--- src/rtl/cdf_row_sched_pkg.sv ---
// essentials: shared row geometry and scheduler state type for the CDF row scheduler.
package essentials;
    localparam int LENGTH = 8;
    typedef enum logic [2:0] {ST_IDLE, ST_LOAD, ST_START, ST_STREAM, ST_DONE} sched_state_t;
endpackage

--- src/rtl/cdf_row_sched_if.sv ---
// cdf_row_sched_if: pixel source, row streamer and status signals of the row scheduler.
interface cdf_row_sched_if;
    import essentials::*;
    logic start, pix_valid, pix_ready, cdf_en, cdf_result, busy, row_done, frame_done;
    logic [7:0] pix_data, row_idx;
    logic [LENGTH-1:0][7:0] row_out;
    modport master (output start, pix_valid, pix_data, cdf_result,
                    input pix_ready, row_out, cdf_en, busy, row_idx, row_done, frame_done);
    modport slave (input start, pix_valid, pix_data, cdf_result,
                   output pix_ready, row_out, cdf_en, busy, row_idx, row_done, frame_done);
endinterface

--- src/rtl/cdf_row_sched_buf.sv ---
// cdf_row_buf: byte-addressed row register with full-row parallel read.
module cdf_row_buf import essentials::*; (
    input  logic                   clk,
    input  logic                   resetn,
    input  logic                   we,
    input  logic [7:0]             addr,
    input  logic [7:0]             data,
    output logic [LENGTH-1:0][7:0] row
);
    localparam int AW = $clog2(LENGTH);
    always_ff @(posedge clk or negedge resetn)
        if (!resetn) row <= '0;
        else if (we) row[addr[AW-1:0]] <= data;
endmodule

--- src/rtl/cdf_row_sched.sv ---
// cdf_row_sched: loads image rows byte by byte and hands each to the CDF row streamer.
// Optional abort input/aborted pulse enabled by defining CDF_SCHED_ABORT_EN.
module cdf_row_sched import essentials::*; #(
    parameter int ROWS = 8
) (
    input  logic clk,
    input  logic resetn,
`ifdef CDF_SCHED_ABORT_EN
    input  logic abort,
    output logic aborted,
`endif
    cdf_row_sched_if.slave sif
);
    localparam logic [7:0] LAST_BYTE = 8'(LENGTH - 1);
    localparam logic [7:0] HALF_LAST = 8'(LENGTH / 2 - 1);
    localparam logic [7:0] LAST_ROW  = 8'(ROWS - 1);
    sched_state_t state;
    logic [7:0] load_idx, res_cnt;
    logic we, ab;
    assign we = state == ST_LOAD && sif.pix_valid && sif.pix_ready;
`ifdef CDF_SCHED_ABORT_EN
    assign ab = abort && (state == ST_LOAD || state == ST_START || state == ST_STREAM);
`else
    assign ab = 1'b0;
`endif
    cdf_row_buf u_buf (.clk(clk), .resetn(resetn), .we(we), .addr(load_idx), .data(sif.pix_data), .row(sif.row_out));
    always_ff @(posedge clk or negedge resetn) begin
        if (!resetn) begin
            state          <= ST_IDLE;
            sif.pix_ready  <= 1'b0;
            sif.cdf_en     <= 1'b0;
            sif.busy       <= 1'b0;
            sif.row_idx    <= '0;
            sif.row_done   <= 1'b0;
            sif.frame_done <= 1'b0;
            res_cnt        <= '0;
            load_idx       <= '0;
`ifdef CDF_SCHED_ABORT_EN
            aborted        <= 1'b0;
`endif
        end else begin
            sif.cdf_en     <= 1'b0;
            sif.row_done   <= 1'b0;
            sif.frame_done <= 1'b0;
`ifdef CDF_SCHED_ABORT_EN
            aborted        <= ab;
`endif
            if (ab) begin
                state         <= ST_IDLE;
                sif.pix_ready <= 1'b0;
                sif.busy      <= 1'b0;
                res_cnt       <= '0;
                load_idx      <= '0;
            end else begin
                case (state)
                    ST_IDLE: if (sif.start) begin
                        state         <= ST_LOAD;
                        sif.pix_ready <= 1'b1;
                        sif.busy      <= 1'b1;
                        sif.row_idx   <= '0;
                        load_idx      <= '0;
                    end
                    ST_LOAD: if (we) begin
                        if (load_idx == LAST_BYTE) begin
                            state         <= ST_START;
                            sif.pix_ready <= 1'b0;
                            sif.cdf_en    <= 1'b1;
                            load_idx      <= '0;
                        end else load_idx <= load_idx + 8'd1;
                    end
                    ST_START: state <= ST_STREAM;
                    // row_done is already high here: results in this cycle belong to no row
                    ST_STREAM: if (sif.row_done) begin
                        res_cnt <= '0;
                        if (sif.row_idx == LAST_ROW) begin
                            state          <= ST_DONE;
                            sif.frame_done <= 1'b1;
                        end else begin
                            state         <= ST_LOAD;
                            sif.pix_ready <= 1'b1;
                            sif.row_idx   <= sif.row_idx + 8'd1;
                        end
                    end else if (sif.cdf_result) begin
                        res_cnt      <= res_cnt + 8'd1;
                        sif.row_done <= res_cnt == HALF_LAST;
                    end
                    ST_DONE: begin
                        state    <= ST_IDLE;
                        sif.busy <= 1'b0;
                    end
                    default: state <= ST_IDLE;
                endcase
            end
        end
    end
endmodule

--- src/flat_wrapper.sv ---
// flat-port wrapper written by rule: the top's interface ports become plain ports
module cdf_row_sched_flat import essentials::*;
#(
    parameter int ROWS = 8
)
  (clk, resetn, sif_start, sif_pix_valid, sif_pix_data, sif_cdf_result, sif_pix_ready, sif_row_out, sif_cdf_en, sif_busy, sif_row_idx, sif_row_done, sif_frame_done);
  cdf_row_sched_if sif_i ();
  input  logic clk;
  input  logic resetn;
  input wire logic [$bits(sif_i.start)-1:0] sif_start;
  input wire logic [$bits(sif_i.pix_valid)-1:0] sif_pix_valid;
  input wire logic [$bits(sif_i.pix_data)-1:0] sif_pix_data;
  input wire logic [$bits(sif_i.cdf_result)-1:0] sif_cdf_result;
  output wire logic [$bits(sif_i.pix_ready)-1:0] sif_pix_ready;
  output wire logic [$bits(sif_i.row_out)-1:0] sif_row_out;
  output wire logic [$bits(sif_i.cdf_en)-1:0] sif_cdf_en;
  output wire logic [$bits(sif_i.busy)-1:0] sif_busy;
  output wire logic [$bits(sif_i.row_idx)-1:0] sif_row_idx;
  output wire logic [$bits(sif_i.row_done)-1:0] sif_row_done;
  output wire logic [$bits(sif_i.frame_done)-1:0] sif_frame_done;
  assign sif_i.start = sif_start;
  assign sif_i.pix_valid = sif_pix_valid;
  assign sif_i.pix_data = sif_pix_data;
  assign sif_i.cdf_result = sif_cdf_result;
  assign sif_pix_ready = sif_i.pix_ready;
  assign sif_row_out = sif_i.row_out;
  assign sif_cdf_en = sif_i.cdf_en;
  assign sif_busy = sif_i.busy;
  assign sif_row_idx = sif_i.row_idx;
  assign sif_row_done = sif_i.row_done;
  assign sif_frame_done = sif_i.frame_done;
  cdf_row_sched #(.ROWS(ROWS)) u_core (.clk(clk), .resetn(resetn), .sif(sif_i));
endmodule
--- config.mk ---
export PLATFORM = sky130hd
export DESIGN_NAME = cdf_row_sched_flat
export DESIGN_NICKNAME = d
export VERILOG_FILES = /design/src/rtl/cdf_row_sched_pkg.sv /design/src/rtl/cdf_row_sched_if.sv /design/src/rtl/cdf_row_sched_buf.sv /design/src/rtl/cdf_row_sched.sv /design/src/flat_wrapper.sv
export SDC_FILE = /design/constraint.sdc
export NUM_CORES = 1
export LEC_CHECK = 0
export ABC_AREA = 1
export CORE_AREA = 2 2 99 101
export DETAILED_ROUTE_END_ITERATION = 10
export DIE_AREA = 0 0 101 103
export PLACE_DENSITY = 0.72
export SLEW_MARGIN = 20
export SYNTH_ARGS = -nofsm -noshare
export SYNTH_HDL_FRONTEND = slang
export SYNTH_SLANG_ARGS = --single-unit
--- constraint.sdc ---
create_clock -name clk -period 1.54 [get_ports clk]
set_input_delay 0.308 -clock clk [delete_from_list [all_inputs] [get_ports clk]]
set_output_delay 0.308 -clock clk [all_outputs]
set_load 0.005 [all_outputs]
==> results of run 1 <==
[synthesized netlist by cell type, drive strengths merged]
master  number  area share
a21oi        3      0.0036
a31oi        2      0.0030
and3         1      0.0018
buf          9       0.022
clkbuf       2      0.0018
dfrtp       96        0.57
ha           3      0.0090
inv         41       0.037
nand2      142        0.13
nand3       33       0.039
nand3b       1      0.0018
nand4        8       0.012
nor2        32       0.033
nor3         9       0.013
o211ai       1      0.0018
o21ai       85        0.10
o21bai       1      0.0018
o22ai        1      0.0015
xnor2        2      0.0042
xor2         3      0.0063
[metal layers]
metal | share of wire | global-route usage | vias to the layer above
li1 | - | - | 1856
met1 | 0.45 | 0.2883 | 1802
met2 | 0.48 | 0.3508 | 89
met3 | 0.063 | 0.07119 | 7
met4 | 0.0091 | 0.04678 | 0
met5 | 0 | 0 | -
[final cells by class]
cell class / count / area (um^2)
sequential: 96 / 2406
fill: 819 / 3628
clock buffer: 9 / 123.9
clock inverter: 7 / 63.81
multi-input combinational: 327 / 1560
inverter: 41 / 158.9
tap: 114 / 142.6
timing repair buffer: 154 / 1375
[sequential cells by signal, summed over array words and instances (netlist names), 3 cells and up]
register,cells
u_core.u_buf.row,64
u_core.sif.row_idx,8
u_core.res_cnt,8
u_core.state,3
u_core.load_idx,8
[metrics by stage]
| stage | utilization | hold slack [ns] | setup WS, ns |
|---|---|---|---|
| floorplan | - | 0.01241 | 0.02807 |
| detailed placement | 0.5790 | 0.2202 | -0.2444 |
| CTS | 0.6053 | 0.3663 | 0.003969 |
| global placement | 0.5790 | 0.2161 | -0.2205 |
| global route | 0.6164 | 0.3695 | -0.08473 |
| finish | 0.6164 | 0.3662 | 0.01962 |
[cell families after synthesis]
kind of cell    after synthesis
buf+inv                      52
xor+xnor                      5
simple gates                226
flops                        96
fa+ha+maj                     3
compound gates               93
[report_power, final]
part           internal (W)  switching (W)
registers           0.00317       0.000459
clock network      0.000624       0.000975
logic               0.00166        0.00168
total               0.00546        0.00311
[final timing paths]
path | startpoint | endpoint | slack (ns)
setup / recovery | u_core.sif.row_idx[0] | u_core.sif.pix_ready | 0.02
min in group clk | u_core.u_buf.row[23] | u_core.u_buf.row[23] | 0.49
hold / removal | resetn | u_core.res_cnt[7] | 0.37
setup reg to reg | u_core.sif.row_idx[0] | u_core.sif.pix_ready | 0.02
max in group asynchronous | resetn | u_core.u_buf.row[0] | 0.67
hold reg to reg | u_core.u_buf.row[23] | u_core.u_buf.row[23] | 0.49
[worst register-to-register path: stages (launching register included)]
cell	delay (ns)
sky130_fd_sc_hd__dfrtp_1	0.35
sky130_fd_sc_hd__buf_4	0.11
sky130_fd_sc_hd__ha_2	0.18
sky130_fd_sc_hd__nand3_1	0.09
sky130_fd_sc_hd__nor2_2	0.16
sky130_fd_sc_hd__nand2_2	0.09
sky130_fd_sc_hd__nand3_1	0.09
sky130_fd_sc_hd__buf_4	0.17
sky130_fd_sc_hd__nand2_1	0.07
sky130_fd_sc_hd__nand2_1	0.07
sky130_fd_sc_hd__inv_1	0.04
[cells in the final DEF (no fill, tap or decap), types with 2 or more instances in the layout]
cell	instances
sky130_fd_sc_hd__buf_4	53
sky130_fd_sc_hd__nand3_1	32
sky130_fd_sc_hd__inv_4	2
sky130_fd_sc_hd__o21ai_0	73
sky130_fd_sc_hd__nand2_1	137
sky130_fd_sc_hd__nor2_1	26
sky130_fd_sc_hd__inv_8	3
sky130_fd_sc_hd__clkdlybuf4s50_1	12
sky130_fd_sc_hd__inv_1	38
sky130_fd_sc_hd__dfrtp_2	3
sky130_fd_sc_hd__clkinv_4	2
sky130_fd_sc_hd__dlymetal6s2s_1	3
sky130_fd_sc_hd__nand2_2	4
sky130_fd_sc_hd__nor2_4	2
sky130_fd_sc_hd__dlygate4sd2_1	73
sky130_fd_sc_hd__a31oi_1	2
sky130_fd_sc_hd__xor2_1	3
sky130_fd_sc_hd__clkbuf_8	9
sky130_fd_sc_hd__dfrtp_1	93
sky130_fd_sc_hd__nand4_1	8
sky130_fd_sc_hd__xnor2_1	2
sky130_fd_sc_hd__nor2_2	4
sky130_fd_sc_hd__ha_1	2
sky130_fd_sc_hd__a21oi_1	2
sky130_fd_sc_hd__o21ai_1	11
sky130_fd_sc_hd__nor3_1	8
sky130_fd_sc_hd__buf_12	2
sky130_fd_sc_hd__buf_6	8
[repair_timing]
item                       CTS  global route
hold endpoints to repair    17             0
setup endpoints to repair  114            92
gates cloned                 0             1
buffers inserted            17             1
resized for setup           77            31
hold buffers                 1             0
pin swaps                    1             1
==> impl_metrics.prom, run 1 <==
# TYPE chip_impl_metric gauge
chip_impl_metric{name="gr-total-overflow",unit=""} 0
chip_impl_metric{name="grt_usage",unit=""} 0.2167
chip_impl_metric{name="dp_hpwl",unit="um"} 7434
chip_impl_metric{name="synth_compound_area_frac",unit=""} 0.1143
chip_impl_metric{name="die_height",unit="um"} 103
chip_impl_metric{name="proportion_of_layout_cells_with_a_drive_suffix_above_1",unit=""} 0.1640
chip_impl_metric{name="synthXorXnorAreaFrac",unit=""} 0.01047
chip_impl_metric{name="detail_route.wirelength",unit="um"} 10700
chip_impl_info{name="unrepaired_setup_endpoints_after_global_routing",value="yes"} 1
chip_impl_metric{name="synth-adder-area-share",unit=""} 0.008977
chip_impl_metric{name="drt_pass1_iterations",unit=""} 4
chip_impl_metric{name="row_count",unit=""} 36
chip_impl_metric{name="achievable-frequency",unit="MHz"} 657.7
chip_impl_metric{name="gp_congestion",unit=""} 0.8640
chip_impl_metric{name="synth_mux_area_frac",unit=""} 0
chip_impl_metric{name="final_antenna_net_count",unit=""} 0
chip_impl_metric{name="mappedNetlistNets",unit=""} 491
chip_impl_info{name="cp_top_delay_family",value="simple AND/OR/NAND/NOR gates"} 1
chip_impl_metric{name="synth-seq-area-share",unit=""} 0.5745
chip_impl_info{name="crit_path_top_delay_cell",value="sky130_fd_sc_hd__dfrtp_1"} 1
chip_impl_metric{name="clock-sinks",unit=""} 96
chip_impl_metric{name="antenna_cells_inserted",unit=""} 0
chip_impl_metric{name="tns",unit="ns"} 0
chip_impl_metric{name="min_period_over_period",unit=""} 0.9873
chip_impl_metric{name="totalPowerFinal",unit="W"} 0.008570
chip_impl_metric{name="routedWlPerCell",unit="um"} 14.30
chip_impl_info{name="critical_path.cell_chain",value="buf_4, ha_2, nand3_1, nor2_2, nand2_2, nand3_1, buf_4, nand2_1, nand2_1, inv_1"} 1
chip_impl_metric{name="viasPerCell",unit=""} 5.019
chip_impl_metric{name="finish.net_count",unit=""} 645
chip_impl_metric{name="cts_inserted_buffers",unit=""} 9
chip_impl_info{name="timing.setup.critical_path_class",value="reg -> reg"} 1
chip_impl_metric{name="worst_setup_hold_path_clk_slew",unit="ns"} 0.11
chip_impl_metric{name="design.die.area",unit="um^2"} 10400
chip_impl_info{name="tritoncts",value="built"} 1
chip_impl_metric{name="yosysWarningCount",unit=""} 0
chip_impl_metric{name="final-instance-count-excl-fill",unit=""} 748
chip_impl_metric{name="area_growth",unit="%"} 39.44
chip_impl_metric{name="postPlaceCellArea",unit="um^2"} 5477
chip_impl_metric{name="ys_types",unit=""} 30
chip_impl_info{name="synth_top_family_by_area",value="simple AND/OR/NAND/NOR gates"} 1
chip_impl_metric{name="finalSetupViolCount",unit=""} 0
chip_impl_metric{name="postSynthAreaPerCell",unit="um^2"} 8.803
chip_impl_metric{name="clk_latency",unit="ns"} 0.36
chip_impl_metric{name="cts_buffer_depth",unit=""} 2
chip_impl_info{name="start_kind",value="register"} 1
chip_impl_metric{name="synthesis.instances",unit=""} 475
chip_impl_info{name="cts_root_buffer",value="sky130_fd_sc_hd__clkbuf_8"} 1
chip_impl_metric{name="clock_skews",unit="ns"} 0.01009
chip_impl_metric{name="cp_slowest_stage_delay",unit="ns"} 0.35
chip_impl_metric{name="grt_first_pass_wirelength",unit="um"} 17590
chip_impl_metric{name="worst_max_slew_pin_slew",unit="ns"} 0.4011
chip_impl_metric{name="area_share_of_and_or_nand_nor_cells_after_synthesis",unit=""} 0.2313
chip_impl_metric{name="die_w",unit="um"} 101
chip_impl_metric{name="slew_viol_final",unit=""} 0
chip_impl_metric{name="power.density_cell_area",unit="nW/um^2"} 1470
chip_impl_metric{name="synth.ff_latch_count",unit=""} 96
chip_impl_metric{name="core_area",unit="um^2"} 9459
chip_impl_metric{name="port_buffers",unit=""} 89
chip_impl_info{name="hold_path_class",value="in -> async"} 1
chip_impl_metric{name="drt_iter0_markers",unit=""} 172
chip_impl_metric{name="largest_net_degree_at_the_start_of_global_routing",unit=""} 42
chip_impl_metric{name="io_pins",unit=""} 90
chip_impl_metric{name="worst_case_headroom_to_the_max_slew_limit",unit=""} 0.7316
chip_impl_metric{name="numPlacedInstances",unit=""} 712
chip_impl_metric{name="critPathRequiredTime",unit="ns"} 1.80
chip_impl_metric{name="worst-r2r-cell-count",unit=""} 10
chip_impl_metric{name="num_vias",unit=""} 3754
chip_impl_metric{name="floorplan.initialDensity",unit=""} 0.4421
chip_impl_metric{name="route.detailed.drc",unit=""} 0
chip_impl_metric{name="h-tree-depth",unit=""} 3
chip_impl_metric{name="antenna_violations_before_repair",unit=""} 0
chip_impl_metric{name="final_critical_path_time_including_i_o_delays_and_setup",unit="ns"} 1.520
chip_impl_metric{name="ir_drop",unit="V"} 0.0008405
chip_impl_metric{name="grt_pass1_vias",unit=""} 3601
chip_impl_metric{name="p_leak",unit="nW"} 3.121
chip_impl_metric{name="synth.cell_area",unit="um^2"} 4182
chip_impl_metric{name="max_fanout_on_critical_path",unit=""} 11
chip_impl_metric{name="final_cell_area",unit="um^2"} 5831
chip_impl_metric{name="critPathBufInv",unit=""} 3
chip_impl_metric{name="max-cap-violations",unit=""} 0
chip_impl_metric{name="hold_violations",unit=""} 0
chip_impl_info{name="worstSetupEndpointType",value="register"} 1
chip_impl_metric{name="worst_ep_arrival_time",unit="ns"} 1.78
chip_impl_metric{name="path_depth",unit=""} 10
chip_impl_info{name="result_of_the_run",value="finished, final reports clean"} 1
Note: power is estimated with default switching activity, not from simulation.
==> inputs of run 2 (changes only) <==
Settings changed: CAP_MARGIN set to 20, CORE_AREA 2 2 99 101 to 2 2 89 91, DIE_AREA 0 0 101 103 to 0 0 91 93, DONT_BUFFER_PORTS set to 1, PLACE_DENSITY 0.72 to 0.71.
Clock period 1.54 ns to 1.3 ns, I/O delays scaled along.
==> run 2 against run 1 <==
Register-to-register slack worse by 0.21 ns. Flip-flop and latch count unchanged. The run now ends with hold timing, setup timing left. Cell area down 6.5%. Global-route usage up 3.7 points. Non-clock buffer count down 85. Critical path depth down 3. Combinational power up 17%. Setup slack worse by 0.21 ns. Clock power up 29%. First-iteration DRC count up 52%.
==> impl_metrics.prom, run 2 (synthesis results as in run 1) <==
# TYPE chip_impl_metric gauge
chip_impl_metric{name="worst_case_headroom_to_the_max_slew_limit",unit=""} 0.7300
chip_impl_info{name="worstSetupEndpointType",value="register"} 1
chip_impl_metric{name="max-cap-violations",unit=""} 0
chip_impl_metric{name="min_period_over_period",unit=""} 1.145
chip_impl_info{name="worstReg2RegStart",value="u_core.state[1]"} 1
chip_impl_metric{name="gr-total-overflow",unit=""} 0
chip_impl_metric{name="critPathRequiredTime",unit="ns"} 1.59
chip_impl_metric{name="gp_congestion",unit=""} 0.8759
chip_impl_metric{name="drt_pass1_iterations",unit=""} 5
chip_impl_metric{name="detail_route.wirelength.met1",unit="um"} 4714
chip_impl_info{name="timing.critical_path.from",value="u_core.state[1]"} 1
chip_impl_metric{name="finish.net_count",unit=""} 562
chip_impl_metric{name="power.density_cell_area",unit="nW/um^2"} 1914
chip_impl_metric{name="dp_hpwl",unit="um"} 6806
chip_impl_metric{name="finalSetupViolCount",unit=""} 92
chip_impl_metric{name="worst_hold_slack",unit="ns"} -0.4331
chip_impl_metric{name="worst-r2r-cell-count",unit=""} 7
chip_impl_metric{name="flip_flop_count_of_the_largest_register_all_copies_and_words_added",unit=""} 64
chip_impl_metric{name="core_area",unit="um^2"} 7527
chip_impl_metric{name="met2_wirelength",unit="um"} 5218
chip_impl_metric{name="final_antenna_net_count",unit=""} 0
chip_impl_metric{name="area_growth",unit="%"} 30.37
chip_impl_metric{name="final_cell_area",unit="um^2"} 5451
chip_impl_metric{name="pre_cts_slack",unit="ns"} -0.2551
chip_impl_info{name="result_of_the_run",value="finished, violations left"} 1
chip_impl_info{name="timing.setup.critical_path_class",value="reg -> reg"} 1
chip_impl_info{name="layout.cells.most_common",value="sky130_fd_sc_hd__nand2_1"} 1
chip_impl_metric{name="grt_usage",unit=""} 0.2536
chip_impl_metric{name="clock_skews",unit="ns"} 0.01427
chip_impl_metric{name="die_height",unit="um"} 93
chip_impl_info{name="worst_reg2reg_endpoint",value="u_core.load_idx[0]"} 1
chip_impl_info{name="cp-endpoint",value="u_core.load_idx[0]"} 1
chip_impl_metric{name="max_fanout_on_critical_path",unit=""} 6
chip_impl_metric{name="worst_max_slew_pin_slew",unit="ns"} 0.4046
chip_impl_metric{name="port_buffers",unit=""} 0
chip_impl_metric{name="io_pins",unit=""} 90
chip_impl_info{name="cts_root_buffer",value="sky130_fd_sc_hd__clkbuf_8"} 1
chip_impl_metric{name="hold_violations",unit=""} 96
chip_impl_info{name="violations_in_the_final_reports",value="hold timing, setup timing"} 1
chip_impl_info{name="largest_register_by_flop_count",value="u_core.u_buf.row"} 1
chip_impl_metric{name="drt_iter0_markers",unit=""} 262
chip_impl_info{name="tritoncts",value="built"} 1
chip_impl_metric{name="antenna_violations_before_repair",unit=""} 0
chip_impl_metric{name="die_w",unit="um"} 91
chip_impl_metric{name="postPlaceCellArea",unit="um^2"} 4669
chip_impl_metric{name="grt_pass1_vias",unit=""} 3451
chip_impl_metric{name="slew_viol_final",unit=""} 0
chip_impl_metric{name="achievable-frequency",unit="MHz"} 671.6
chip_impl_metric{name="postLayoutSetupSlackWorst",unit="ns"} -0.1889
chip_impl_metric{name="design.die.area",unit="um^2"} 8463
chip_impl_info{name="hold_path_class",value="in -> async"} 1
chip_impl_info{name="top_layer_used",value="met4"} 1
chip_impl_metric{name="routed-wl-met3",unit="um"} 748
chip_impl_metric{name="viasPerCell",unit=""} 5.510
chip_impl_metric{name="antenna_cells_inserted",unit=""} 0
chip_impl_metric{name="proportion_of_layout_cells_with_a_drive_suffix_above_1",unit=""} 0.3049
chip_impl_metric{name="clock-sinks",unit=""} 96
chip_impl_metric{name="detail_route.wirelength",unit="um"} 10870
chip_impl_metric{name="floorplan.initialDensity",unit=""} 0.5555
chip_impl_metric{name="ir_drop",unit="V"} 0.001155
chip_impl_metric{name="routedWlPerCell",unit="um"} 16.64
chip_impl_metric{name="worst_ep_arrival_time",unit="ns"} 1.78
chip_impl_info{name="unrepaired_setup_endpoints_after_global_routing",value="yes"} 1
chip_impl_metric{name="grt_first_pass_wirelength",unit="um"} 16920
chip_impl_metric{name="p_leak",unit="nW"} 2.596
chip_impl_metric{name="row_count",unit=""} 32
chip_impl_metric{name="final_critical_path_time_including_i_o_delays_and_setup",unit="ns"} 1.489
chip_impl_metric{name="cts_buffer_depth",unit=""} 2
chip_impl_metric{name="largest_net_degree_at_the_start_of_global_routing",unit=""} 97
chip_impl_metric{name="r2r_setup_slack",unit="ns"} -0.19
chip_impl_metric{name="h-tree-depth",unit=""} 3
chip_impl_info{name="mostFrequentLayoutCells",value="115 x sky130_fd_sc_hd__nand2_1, 93 x sky130_fd_sc_hd__dfrtp_1, 48 x sky130_fd_sc_hd__buf_4"} 1
chip_impl_metric{name="clk_latency",unit="ns"} 0.38
chip_impl_metric{name="cts_inserted_buffers",unit=""} 9
chip_impl_info{name="start_kind",value="register"} 1
chip_impl_metric{name="route.detailed.drc",unit=""} 0
chip_impl_metric{name="num_vias",unit=""} 3598
chip_impl_metric{name="worst_setup_hold_path_clk_slew",unit="ns"} 0.11
-- run 2: layer usage --
layer  up-vias  global-route usage
met5         -                   0
met3        18             0.07655
met4         0             0.07323
li1       1710                   -
met1      1754              0.3341
met2       116              0.4111
-- run 2: area by class of cell --
class | count | area, um^2
Multi-Input combinational cell | 329 | 1919
Tap cell | 102 | 127.6
Timing Repair Buffer | 69 | 631.9
Clock buffer | 10 | 127.6
Fill cell | 562 | 2076
Sequential cell | 96 | 2406
Clock inverter | 6 | 77.57
Inverter | 41 | 161.4
-- run 2: repair_timing --
action	in CTS	in global routing
buffers inserted	8	7
cloned	3	1
pin swaps	15	29
hold endpoints to repair	96	96
endpoints found under the setup margin	92	94
resized for setup	76	77
-- run 2: worst min-delay path by stage --
stage	from	end	depth (start not counted)
final	resetn	u_core.u_buf.row[27]	0
after global placement	resetn	u_core.sif.row_idx[7]	0
after CTS	resetn	u_core.u_buf.row[16]	0
after global routing	resetn	u_core.sif.row_idx[6]	0
after detailed placement	resetn	u_core.sif.row_idx[7]	0
after floorplan	resetn	u_core.load_idx[0]	0
-- run 2: stage by stage --
| step | setup TNS (ns) | total power, W | std cells | utilization |
|---|---|---|---|---|
| finish | -11.29 | 0.01043 | 653 | 0.7242 |
| global route | -17.50 | 0.01105 | 653 | 0.7242 |
| CTS | -7.303 | 0.009840 | 647 | 0.6843 |
| detailed placement | -14.77 | 0.007304 | 620 | 0.6203 |
| global placement | -9.562 | 0.007177 | 620 | 0.6203 |
| floorplan | -9.008 | 0.006041 | 475 | - |
-- run 2: critical path, stage by stage, from the launching register on --
cell	delay, ns
sky130_fd_sc_hd__dfrtp_2	0.46
sky130_fd_sc_hd__nor3_4	0.27
sky130_fd_sc_hd__nand2_4	0.09
sky130_fd_sc_hd__buf_4	0.15
sky130_fd_sc_hd__a21oi_2	0.15
sky130_fd_sc_hd__buf_6	0.14
sky130_fd_sc_hd__nand3_1	0.06
sky130_fd_sc_hd__o21ai_0	0.09
-- run 2: power breakdown --
group / internal (W) / total (W) / switching [W]
registers: 0.00376 / 0.00445 / 0.000694
clock network: 0.000924 / 0.00206 / 0.00113
logic: 0.00179 / 0.00392 / 0.00213
total: 0.00647 / 0.0104 / 0.00396
==> inputs of run 3 (changes only) <==
Settings changed: CORE_AREA 2 2 89 91 to 2 2 94 87, DIE_AREA 0 0 91 93 to 0 0 96 89, PLACE_DENSITY 0.71 to 0.79.
==> run 3 against run 2 <==
Combinational power fell by 6.1%. Cell area down 2.4%. The flow still finishes with violations (hold timing, setup timing). Die area up 0.96%. Clock-buffer cell count is 1 lower. Global-route usage increased by 3.0 points. Setup slack got worse by 0.047 ns. Cell count down 0.61%. Largest power group unchanged. Flip-flop and latch count is the same. Core utilization fell by 1.2 points.
==> impl_metrics.prom, run 3 (synthesis results as in run 1) <==
# TYPE chip_impl_metric gauge
chip_impl_info{name="result_of_the_run",value="finished, violations left"} 1
chip_impl_info{name="violations_in_the_final_reports",value="hold timing, setup timing"} 1
chip_impl_info{name="layout.cells.most_common",value="sky130_fd_sc_hd__nand2_1"} 1
chip_impl_metric{name="finish.net_count",unit=""} 564
chip_impl_metric{name="multiInputGateArea",unit="um^2"} 1843
chip_impl_metric{name="critPathRequiredTime",unit="ns"} 1.55
chip_impl_metric{name="core_area",unit="um^2"} 7470
chip_impl_metric{name="cts_buffer_depth",unit=""} 2
chip_impl_metric{name="route.detailed.drc",unit=""} 0
chip_impl_metric{name="worst_case_headroom_to_the_max_slew_limit",unit=""} 0.7119
chip_impl_metric{name="numPlacedInstances",unit=""} 613
chip_impl_metric{name="drt_pass1_iterations",unit=""} 7
chip_impl_metric{name="ir_drop",unit="V"} 0.001267
chip_impl_metric{name="pre_cts_slack",unit="ns"} -0.2448
chip_impl_metric{name="min_period_over_period",unit=""} 1.182
chip_impl_info{name="timing.setup.critical_path_class",value="reg -> reg"} 1
chip_impl_metric{name="slew_viol_final",unit=""} 0
chip_impl_metric{name="grt_pass1_vias",unit=""} 3728
chip_impl_metric{name="cts_inserted_buffers",unit=""} 9
chip_impl_metric{name="gp_congestion",unit=""} 0.8439
chip_impl_metric{name="hold_violations",unit=""} 96
chip_impl_metric{name="die_w",unit="um"} 96
chip_impl_metric{name="clk_latency",unit="ns"} 0.38
chip_impl_info{name="unrepaired_setup_endpoints_after_global_routing",value="yes"} 1
chip_impl_metric{name="h-tree-depth",unit=""} 3
chip_impl_metric{name="antenna_cells_inserted",unit=""} 0
chip_impl_metric{name="clock-sinks",unit=""} 96
chip_impl_metric{name="grt_usage",unit=""} 0.2832
chip_impl_metric{name="detail_route.wirelength",unit="um"} 11530
chip_impl_metric{name="power.density_cell_area",unit="nW/um^2"} 1906
chip_impl_info{name="hold_path_class",value="in -> async"} 1
chip_impl_metric{name="final-instance-count-excl-fill",unit=""} 649
chip_impl_metric{name="final_antenna_net_count",unit=""} 0
chip_impl_metric{name="port_buffers",unit=""} 0
chip_impl_metric{name="layout.area.seq",unit="um^2"} 2406
chip_impl_metric{name="flip_flop_count_of_the_largest_register_all_copies_and_words_added",unit=""} 64
chip_impl_metric{name="postLayoutSetupSlackWorst",unit="ns"} -0.2362
chip_impl_info{name="start_kind",value="register"} 1
chip_impl_metric{name="drt_iter0_markers",unit=""} 273
chip_impl_metric{name="die_height",unit="um"} 89
chip_impl_metric{name="design.die.area",unit="um^2"} 8544
chip_impl_metric{name="clock_skews",unit="ns"} 0.01519
chip_impl_metric{name="worst_hold_slack",unit="ns"} -0.4451
chip_impl_metric{name="p_leak",unit="nW"} 2.577
chip_impl_metric{name="row_count",unit=""} 30
chip_impl_metric{name="fillerInstances",unit=""} 478
chip_impl_info{name="mostFrequentLayoutCells",value="120 x sky130_fd_sc_hd__nand2_1, 93 x sky130_fd_sc_hd__dfrtp_1, 57 x sky130_fd_sc_hd__buf_4"} 1
chip_impl_metric{name="largest_net_degree_at_the_start_of_global_routing",unit=""} 97
chip_impl_metric{name="worst_max_slew_pin_slew",unit="ns"} 0.4317
chip_impl_metric{name="max_fanout_on_critical_path",unit=""} 16
chip_impl_info{name="worstSetupEndpointType",value="register"} 1
chip_impl_info{name="tritoncts",value="built"} 1
chip_impl_metric{name="area_growth",unit="%"} 27.29
chip_impl_metric{name="proportion_of_layout_cells_with_a_drive_suffix_above_1",unit=""} 0.2821
chip_impl_metric{name="tns",unit="ns"} -15.07
chip_impl_metric{name="routedWlPerCell",unit="um"} 17.77
chip_impl_info{name="largest_register_by_flop_count",value="u_core.u_buf.row"} 1
chip_impl_metric{name="io_pins",unit=""} 90
chip_impl_metric{name="max-cap-violations",unit=""} 0
chip_impl_metric{name="grt_first_pass_wirelength",unit="um"} 18310
chip_impl_metric{name="floorplan.initialDensity",unit=""} 0.5598
chip_impl_metric{name="worst_ep_arrival_time",unit="ns"} 1.79
chip_impl_metric{name="final_critical_path_time_including_i_o_delays_and_setup",unit="ns"} 1.536
chip_impl_metric{name="num_vias",unit=""} 3713
chip_impl_info{name="cts_root_buffer",value="sky130_fd_sc_hd__clkbuf_8"} 1
chip_impl_metric{name="finalSetupViolCount",unit=""} 91
chip_impl_metric{name="gr-total-overflow",unit=""} 0
chip_impl_metric{name="dp_hpwl",unit="um"} 7271
chip_impl_metric{name="worst_setup_hold_path_clk_slew",unit="ns"} 0.11
chip_impl_metric{name="antenna_violations_before_repair",unit=""} 0
chip_impl_metric{name="achievable-frequency",unit="MHz"} 651.0
chip_impl_metric{name="viasPerCell",unit=""} 5.721
==> run 3: changes by cell type in the layout (fill, tap and decap cells not counted), moves of 3 or more <==
cell / change
sky130_fd_sc_hd__nand2_1: +5
sky130_fd_sc_hd__o21ai_1: +4
sky130_fd_sc_hd__nor2_4: -4
sky130_fd_sc_hd__nand2_2: -3
sky130_fd_sc_hd__buf_6: -8
sky130_fd_sc_hd__buf_4: +9
==> run 3: final timing paths <==
check / start / end / slack, ns / cells past startpoint
setup / recovery: u_core.load_idx[1] / u_core.u_buf.row[32] / -0.24 / 7
hold / removal: resetn / u_core.sif.row_idx[2] / -0.45 / 0
setup reg to reg: u_core.load_idx[1] / u_core.u_buf.row[32] / -0.24 / 7
hold reg to reg: u_core.u_buf.row[13] / u_core.u_buf.row[13] / 0.53 / 2
max in group asynchronous: resetn / u_core.u_buf.row[56] / 1.54 / 0
min in group clk: sif_cdf_result / u_core.sif.row_done / 0.02 / 2
==> run 3: critical path, cell delays in order (launching register included) <==
cell	delay, ns
sky130_fd_sc_hd__dfrtp_1	0.42
sky130_fd_sc_hd__buf_4	0.14
sky130_fd_sc_hd__buf_4	0.15
sky130_fd_sc_hd__nor2_1	0.24
sky130_fd_sc_hd__nand3_2	0.14
sky130_fd_sc_hd__buf_12	0.17
sky130_fd_sc_hd__nand2_1	0.08
sky130_fd_sc_hd__o21ai_1	0.07
==> run 3: timing repair <==
action,4_1_cts,5_1_grt
pin swaps,12,6
endpoints found under the hold margin,96,96
cloned,3,2
endpoints found under the setup margin,94,94
setup buffers,11,4
resized for setup,70,51
==> run 3: routing by layer <==
layer,vias to the layer above,track usage,routed length [um]
met5,-,0,0
met4,0,0.09870,267
met3,34,0.07504,851
met2,181,0.4817,5878
met1,1781,0.3519,4534
li1,1717,-,-
==> run 3: power breakdown <==
part | switching (W) | internal (W)
Combinational | 0.00208 | 0.00160
Sequential | 0.000717 | 0.00376
Clock | 0.00121 | 0.000772
==> run 3: layout make-up <==
cell class | instances | area share
clock inverter | 7 | 0.01528
multi-input combinational | 331 | 0.3463
tap | 96 | 0.02257
inverter | 41 | 0.02985
sequential | 96 | 0.4520
timing repair buffer | 69 | 0.1107
clock buffer | 9 | 0.02327
==> run 3: per-stage QoR <==
step | total power (W) | instance area [um^2] | util | hold slack [ns]
3_5_place_dp | 0.007268 | 4667 | 0.6248 | -0.03367
5_1_grt | 0.01076 | 5323 | 0.7126 | -0.4590
3_3_place_gp | 0.007099 | 4667 | 0.6248 | -0.03378
6_report | 0.01015 | 5323 | 0.7126 | -0.4451
2_1_floorplan | 0.006041 | 4217 | - | -0.03559
4_1_cts | 0.009756 | 5142 | 0.6884 | -0.4506
